--- src/rtl/pipe_skid_reg_pkg.sv ---
// Shared pipeline package: skid-stage state encoding and default parameters.
package pipe_skid_reg_pkg;

  typedef enum logic [1:0] {
    ST_EMPTY = 2'd0,
    ST_ONE   = 2'd1,
    ST_FULL  = 2'd2
  } skid_state_e;

  localparam int DEF_DATA_WIDTH = 32;
  localparam int DEF_CNT_WIDTH  = 16;
  localparam int DEF_CLEAR_DATA = 1;

endpackage

--- src/rtl/pipe_skid_reg_sat_counter.sv ---
// Saturating up-counter: increments on inc, sticks at all-ones.
module pipe_skid_reg_sat_counter #(
  parameter int WIDTH = 16
) (
  input  logic             clk,
  input  logic             rst_n,
  input  logic             inc,
  output logic [WIDTH-1:0] count
);

  logic [WIDTH-1:0] count_reg;
  logic [WIDTH-1:0] count_next;

  always_comb begin
    count_next = count_reg;
    if (inc && (count_reg != {WIDTH{1'b1}})) begin
      count_next = count_reg + 1'b1;
    end
  end

  always_ff @(posedge clk or negedge rst_n) begin
    if (!rst_n) begin
      count_reg <= '0;
    end else begin
      count_reg <= count_next;
    end
  end

  assign count = count_reg;

endmodule

--- src/rtl/pipe_skid_reg.sv ---
// Two-entry skid-buffer pipeline register with registered in_ready,
// synchronous flush and a saturating backpressure counter.
module pipe_skid_reg
  import pipe_skid_reg_pkg::*;
#(
  parameter int DATA_WIDTH = DEF_DATA_WIDTH,
  parameter int CNT_WIDTH  = DEF_CNT_WIDTH,
  parameter int CLEAR_DATA = DEF_CLEAR_DATA
) (
  input  logic                  clk,
  input  logic                  rst_n,
  input  logic                  flush,
  input  logic                  in_valid,
  output logic                  in_ready,
  input  logic [DATA_WIDTH-1:0] in_data,
  output logic                  out_valid,
  input  logic                  out_ready,
  output logic [DATA_WIDTH-1:0] out_data,
  output logic [CNT_WIDTH-1:0]  stall_cnt
);

  skid_state_e           state_reg;
  skid_state_e           state_next;
  logic [DATA_WIDTH-1:0] main_reg;
  logic [DATA_WIDTH-1:0] main_next;
  logic [DATA_WIDTH-1:0] skid_reg;
  logic [DATA_WIDTH-1:0] skid_next;
  logic                  in_ready_reg;
  logic                  in_ready_next;
  logic                  in_fire;

  // in_ready_reg is low during and just after reset, so gating on it keeps
  // the first post-reset edge from accepting a beat.
  assign in_fire = in_valid & in_ready_reg;

  always_comb begin
    state_next = state_reg;
    main_next  = main_reg;
    skid_next  = skid_reg;

    if (flush) begin
      state_next = ST_EMPTY;
      if (CLEAR_DATA != 0) begin
        main_next = '0;
        skid_next = '0;
      end
    end else begin
      case (state_reg)
        ST_EMPTY: begin
          if (in_fire) begin
            state_next = ST_ONE;
            main_next  = in_data;
          end
        end
        ST_ONE: begin
          if (in_fire && out_ready) begin
            main_next = in_data;
          end else if (in_fire) begin
            state_next = ST_FULL;
            skid_next  = in_data;
          end else if (out_ready) begin
            state_next = ST_EMPTY;
          end
        end
        ST_FULL: begin
          if (out_ready) begin
            state_next = ST_ONE;
            main_next  = skid_reg;
          end
        end
        default: begin
          state_next = ST_EMPTY;
        end
      endcase
    end

    // Looking at the next state keeps out_ready off any combinational path to in_ready.
    in_ready_next = (state_next != ST_FULL);
  end

  always_ff @(posedge clk or negedge rst_n) begin
    if (!rst_n) begin
      state_reg    <= ST_EMPTY;
      main_reg     <= '0;
      skid_reg     <= '0;
      in_ready_reg <= 1'b0;
    end else begin
      state_reg    <= state_next;
      main_reg     <= main_next;
      skid_reg     <= skid_next;
      in_ready_reg <= in_ready_next;
    end
  end

  assign in_ready  = in_ready_reg;
  assign out_valid = (state_reg != ST_EMPTY);
  assign out_data  = main_reg;

  pipe_skid_reg_sat_counter #(
    .WIDTH(CNT_WIDTH)
  ) u_stall_cnt (
    .clk  (clk),
    .rst_n(rst_n),
    .inc  (out_valid & ~out_ready),
    .count(stall_cnt)
  );

endmodule
--- config.mk ---
export PLATFORM = sky130hd
export DESIGN_NAME = pipe_skid_reg
export DESIGN_NICKNAME = d
export VERILOG_FILES = /design/src/rtl/pipe_skid_reg_pkg.sv /design/src/rtl/pipe_skid_reg_sat_counter.sv /design/src/rtl/pipe_skid_reg.sv
export SDC_FILE = /design/constraint.sdc
export NUM_CORES = 1
export LEC_CHECK = 0
export BUFFER_PORTS_ARGS = -buffer_cell sky130_fd_sc_hd__buf_2
export CAP_MARGIN = 20
export CORE_MARGIN = 10
export CORE_UTILIZATION = 50
export DETAILED_ROUTE_END_ITERATION = 10
export PLACE_DENSITY_LB_ADDON = 0.3
export SLEW_MARGIN = 30
export SYNTH_ARGS = -nofsm -noshare
export SYNTH_HDL_FRONTEND = slang
export SYNTH_HIERARCHICAL = 1
export SYNTH_SLANG_ARGS = --single-unit
--- constraint.sdc ---
create_clock -name clk -period 3.85 [get_ports clk]
set_clock_uncertainty 0.15 [all_clocks]
set_input_delay 1.155 -clock clk [delete_from_list [all_inputs] [get_ports clk]]
set_output_delay 1.155 -clock clk [all_outputs]
set_load 0.01 [all_outputs]
==> results.yml, run 1 <==
die:
  die_w_um: 112.1
  ios: 87
  num_rows: 33
  core_area_sq_mm: 0.008217
  die_h_um: 112.1
  start_util_pct: 51.61
  die_area_sq_mm: 0.01256
worst_setup_path:
  cp_common_cell: "inv_1"
  max_stage_delay_ns: 0.44
  critPathSlowestCell: "dfrtp_1"
  worst_ep_required_time_ns: 2.54
  rrSetupSlack_ns: 1.33
  critical_path.startpoint_type: "register"
  rr_worst_depth: 6
  worstSetupPathType: "reg2out"
  endpoint_kind: "primary output"
  crit_chain: "inv_1 -> ha_1 -> inv_1 -> buf_2"
  arrival_ns: 1.35
  worst-path-max-fanout: 6
clocking:
  clock_path_buffers: 2
  clock_sinks: 83
  post_cts_resized: 0
  cts_setup_buffers: 0
  cts_tree: "built"
  htree_levels: 3
  postCtsHoldBufs: 0
  cts_made_buffers: 9
  clk_latency_ns: 0.36
  clk_pin_slew_ns: 0.08
  root_buffer: "clkbuf_8"
yosys:
  ys.flop_type: "dfrtp_1"
  yosys_warnings: 6
  post_synth.cell_area_avg_sq_um: 12.18
  synth_xor_area_share_pct: 1.446
  synth-seq-area-share_pct: 48.98
  syn_nets: 390
  synthArstFlopShare_pct: 100.0
  synth_edf_count: 0
  yosysUniqueCellTypes: 43
  synthesis.area_sq_mm: 0.004240
  synthMuxAreaShare_pct: 18.97
  ys_ff_latch: 83
  synth-simple-area-share_pct: 15.14
  synthAdderAreaFrac_pct: 1.475
  synth_top_family_by_area: "multiplexers"
  netlist_instances: 348
  synth-compound-area-share_pct: 11.07
global_route:
  grt_pass1_vias: 3046
  grtUsageTotal_pct: 15.02
  gr-total-overflow: 0
  grt_pass1_wl_mm: 15.70
  grt_max_degree: 84
  grt_antenna_before_repair: 1
final_layout:
  final_net_count: 472
  nFillCells: 674
  area_growth_pct: 18.15
  final_cell_area_sq_mm: 0.005010
  drive_above_1_share_pct: 35.63
  antennaDiodeCount: 0
  mostFrequentLayoutCells: "85 x buf_2, 83 x dfrtp_1, 37 x nor2_1"
  final_core_util_pct: 60.97
  final_common_cell: "buf_2"
run_status:
  status: "complete, no violations"
timing:
  tightest_slew_ns: 0.7785
  drv_slew: 0
  period_share_pct: 68.96
  rsz0062_at_grt: "no"
  finalHoldViolCount: 0
  fmax_mhz: 376.7
  relSlewSlack_pct: 48.10
  tns_ns: 0
  setup_viol: 0
  fin_crit_ns: 2.655
placement:
  gp_congestion: 0.7944
  port_buffers: 86
  dpl-instance-area_sq_mm: 0.004742
  hpwl_mm: 6.431
detailed_routing:
  ant_nets: 0
  dr.pass1.iters: 4
  dr_total_vias: 2991
  routed_wirelength_mm: 9.482
  avgRoutedWirePerCell_um: 17.56
  drc_errors: 0
  drt_iter0_drc: 123
  vias_per_cell: 5.539
min_path:
  holdPathStages: 1
  hp-class: "reg2reg"
job:
  cap_violations: 0
power_and_ir_drop:
  powerDensity_mw_per_mm2: 434.1
  total_power_w: 0.002175
  p_leak_nw: 2.493
  vdd_drop_max_uv: 225.6
## worst max-delay path, delay by kind of cell (launching register included)
kind                       cells  cell delay (ns)
DFF                            1             0.44
buffers and inverters          3             0.31
adders and majority gates      1             0.25
## cell families (layout without fill, tap and decap cells)
group,after synthesis,in the layout
muxes,65,65
and+or+nand+nor,107,107
buffers and inverters,24,111
xor gates and xnor gates,7,7
DFF,83,83
AOI/OAI and AO/OA,57,57
adders and majority gates,5,5
## area by class of cell
cell class / instances / area, sq um / share of cell area [%]
flip-flops and latches: 83 / 2077 / 41.46
multi-input cells: 241 / 2048 / 40.88
repair buffers: 92 / 501.7 / 10.01
well taps: 105 / 131.4 / 2.622
clock buffers: 9 / 123.9 / 2.473
clock inverters: 7 / 116.4 / 2.323
inverters: 3 / 11.26 / 0.2248
## worst paths after layout
path / from / endpoint
min reg2reg: skid_reg[2] / skid_reg[2]
max reg2reg: state_reg[0] / out_data[23]
max in group asynchronous: rst_n / out_data[23]
min in group asynchronous: rst_n / out_data[16]
min: skid_reg[2] / skid_reg[2]
max: state_reg[0] / out_valid
## where the power goes
part | switching, W | internal (W) | leakage (nW) | total, W
Sequential | 0.0000659 | 0.000942 | 1.12 | 0.00101
Combinational | 0.000212 | 0.000206 | 1.25 | 0.000417
Clock | 0.000320 | 0.000430 | 0.119 | 0.000750
## Yosys cell counts, drive strengths merged (5+ instances only)
library cell | number | area, sq um
a22o | 32 | 280.3
buf | 8 | 63.80
mux2 | 33 | 484.2
nor2b | 33 | 206.5
nand2 | 5 | 18.77
nand4 | 10 | 83.83
dfrtp | 83 | 2077
clkbuf | 13 | 48.80
ha | 5 | 62.56
nand3 | 6 | 42.54
a21oi | 5 | 25.02
o21a | 6 | 45.04
nor2 | 39 | 148.9
xnor2 | 5 | 43.79
mux2i | 32 | 320.3
## layer usage
layer	share of wire [%]	wire length (um)	vias to the layer above	GRT usage, %
met5	0.14	13	-	0
met1	44	4210	1495	18.97
met4	1.1	106	2	5.668
met2	49	4617	62	23.56
li1	-	-	1419	-
met3	5.6	534	13	4.686
## metrics by stage
step	hold WS [ns]	cells	setup slack, ns
3_5_place_dp	0.3410	523	0.7389
2_1_floorplan	0.3229	348	1.375
6_report	0.3621	540	1.195
5_1_grt	0.3764	540	1.078
3_3_place_gp	0.3373	523	0.7898
4_1_cts	0.3644	539	1.116
Power figures use the tool's default switching activity.
==> run 2: changes to the inputs <==
- clock period: 3.85 -> 2.3 ns (I/O delays scaled with it)
==> results.yml, run 2 (synthesized netlist as in run 1, its figures left out) <==
die:
  die_w_um: 112.1
  num_rows: 33
  die_h_um: 112.1
  die_area_sq_mm: 0.01256
  core_area_sq_mm: 0.008217
  start_util_pct: 51.61
  ios: 87
clocking:
  cts_tree: "built"
  htree_levels: 3
  clock_path_buffers: 2
  cts_setup_buffers: 0
  clock_sinks: 83
  cts_made_buffers: 9
  root_buffer: "clkbuf_8"
  post_cts_resized: 0
  clk_latency_ns: 0.35
  postCtsHoldBufs: 0
  clk_pin_slew_ns: 0.08
timing:
  tns_ns: 0
  setup_viol: 0
  period_share_pct: 95.41
  rsz0062_at_grt: "no"
  fin_crit_ns: 2.194
  finalHoldViolCount: 0
  tightest_slew_ns: 0.5942
  fmax_mhz: 455.7
  timing.hold.ws_ns: 0.1225
  drv_slew: 0
  relSlewSlack_pct: 60.39
power_and_ir_drop:
  p_leak_nw: 2.493
  vdd_drop_max_uv: 508.8
  powerDensity_mw_per_mm2: 676.4
worst_setup_path:
  rr_worst_depth: 6
  crit_cells: 6
  crit_family: "compound AO/OA/AOI/OAI gates"
  worst_ep_required_time_ns: 2.38
  path_buf_inv: 2
  critical_path.startpoint_type: "register"
  worstSetupPathType: "reg2reg"
  arrival_ns: 2.28
  critPathSlowestCell: "a2111o_2"
  worst-path-max-fanout: 32
  crit_chain: "inv_1 -> ha_1 -> o21ba_2 -> a2111o_2 -> buf_12 -> mux2_4"
  endpoint_kind: "register"
  max_stage_delay_ns: 0.43
min_path:
  hp-class: "in2async"
detailed_routing:
  avgRoutedWirePerCell_um: 17.40
  drc_errors: 0
  ant_nets: 0
  vias_per_cell: 5.477
  dr.pass1.iters: 4
  routed_wirelength_mm: 9.448
  dr_total_vias: 2974
  drt_iter0_drc: 105
run_status:
  status: "complete, no violations"
global_route:
  gr-total-overflow: 0
  grt_antenna_before_repair: 0
  grt_pass1_wl_mm: 16.17
  grt_max_degree: 40
  grtUsageTotal_pct: 15.29
  grt_pass1_vias: 3248
final_layout:
  drive_above_1_share_pct: 36.07
  final_core_util_pct: 61.12
  antennaDiodeCount: 0
  regArea_sq_mm: 0.002078
  nFillCells: 684
  area_growth_pct: 18.44
  final_common_cell: "buf_2"
  final_net_count: 476
  mostFrequentLayoutCells: "85 x buf_2, 82 x dfrtp_1, 37 x nor2_1"
  multiInputGateArea_sq_mm: 0.002048
placement:
  hpwl_mm: 6.596
  gp_congestion: 0.7934
  port_buffers: 86
job:
  cap_violations: 0
## run 2: cell count changes in the layout (fill, tap and decap cells not counted), sizes merged
| cell | before | now |
|---|---|---|
| bufinv | 3 | 1 |
| clkinv | 3 | 2 |
| buf | 92 | 96 |
| clkinvlp | 1 | 2 |
| clkbuf | 9 | 10 |
## run 2: per-layer routing
| metal | track usage, % | vias up | part of all wire, % |
|---|---|---|---|
| met4 | 4.738 | 0 | 0.91 |
| met5 | 0 | - | 0 |
| li1 | - | 1426 | - |
| met1 | 19.14 | 1476 | 45 |
| met2 | 25.03 | 62 | 49 |
| met3 | 4.313 | 10 | 4.6 |
## run 2: final timing paths
path | start | slack (ns) | endpoint
worst max-delay path | state_reg[1] | 0.11 | out_data[11]
worst min-delay path | rst_n | 0.12 | skid_reg[13]
worst max register to register | state_reg[1] | 0.11 | out_data[11]
worst min register to register | skid_reg[16] | 0.36 | skid_reg[16]
max in group asynchronous | rst_n | 1.29 | state_reg[0]
min in group clk | skid_reg[16] | 0.36 | skid_reg[16]
## run 2: layout make-up
cell class	instances	share of cell area (%)
Clock buffer	10	2.541
Inverter	3	0.2242
Multi-Input combinational cell	241	40.78
Timing Repair Buffer	96	11.36
Clock inverter	5	1.096
Tap cell	105	2.616
Sequential cell	83	41.38
## run 2: metrics by stage
step / setup WS [ns] / cells / total power (W) / instance area (sq um)
finish: 0.1056 / 543 / 0.003397 / 5022
global route: 0.01934 / 543 / 0.003587 / 5022
CTS: 0.09496 / 543 / 0.003444 / 5021
detailed placement: 0.04969 / 528 / 0.002438 / 4838
global placement: 0.08332 / 528 / 0.002416 / 4838
floorplan: 0.1253 / 348 / 0.002144 / 4240
## run 2: where the power goes
part           internal (W)  switching [W]  total (W)
Sequential          0.00158       0.000116    0.00169
Clock              0.000492       0.000505   0.000997
Combinational      0.000353       0.000354   0.000707
Total               0.00242       0.000975    0.00340
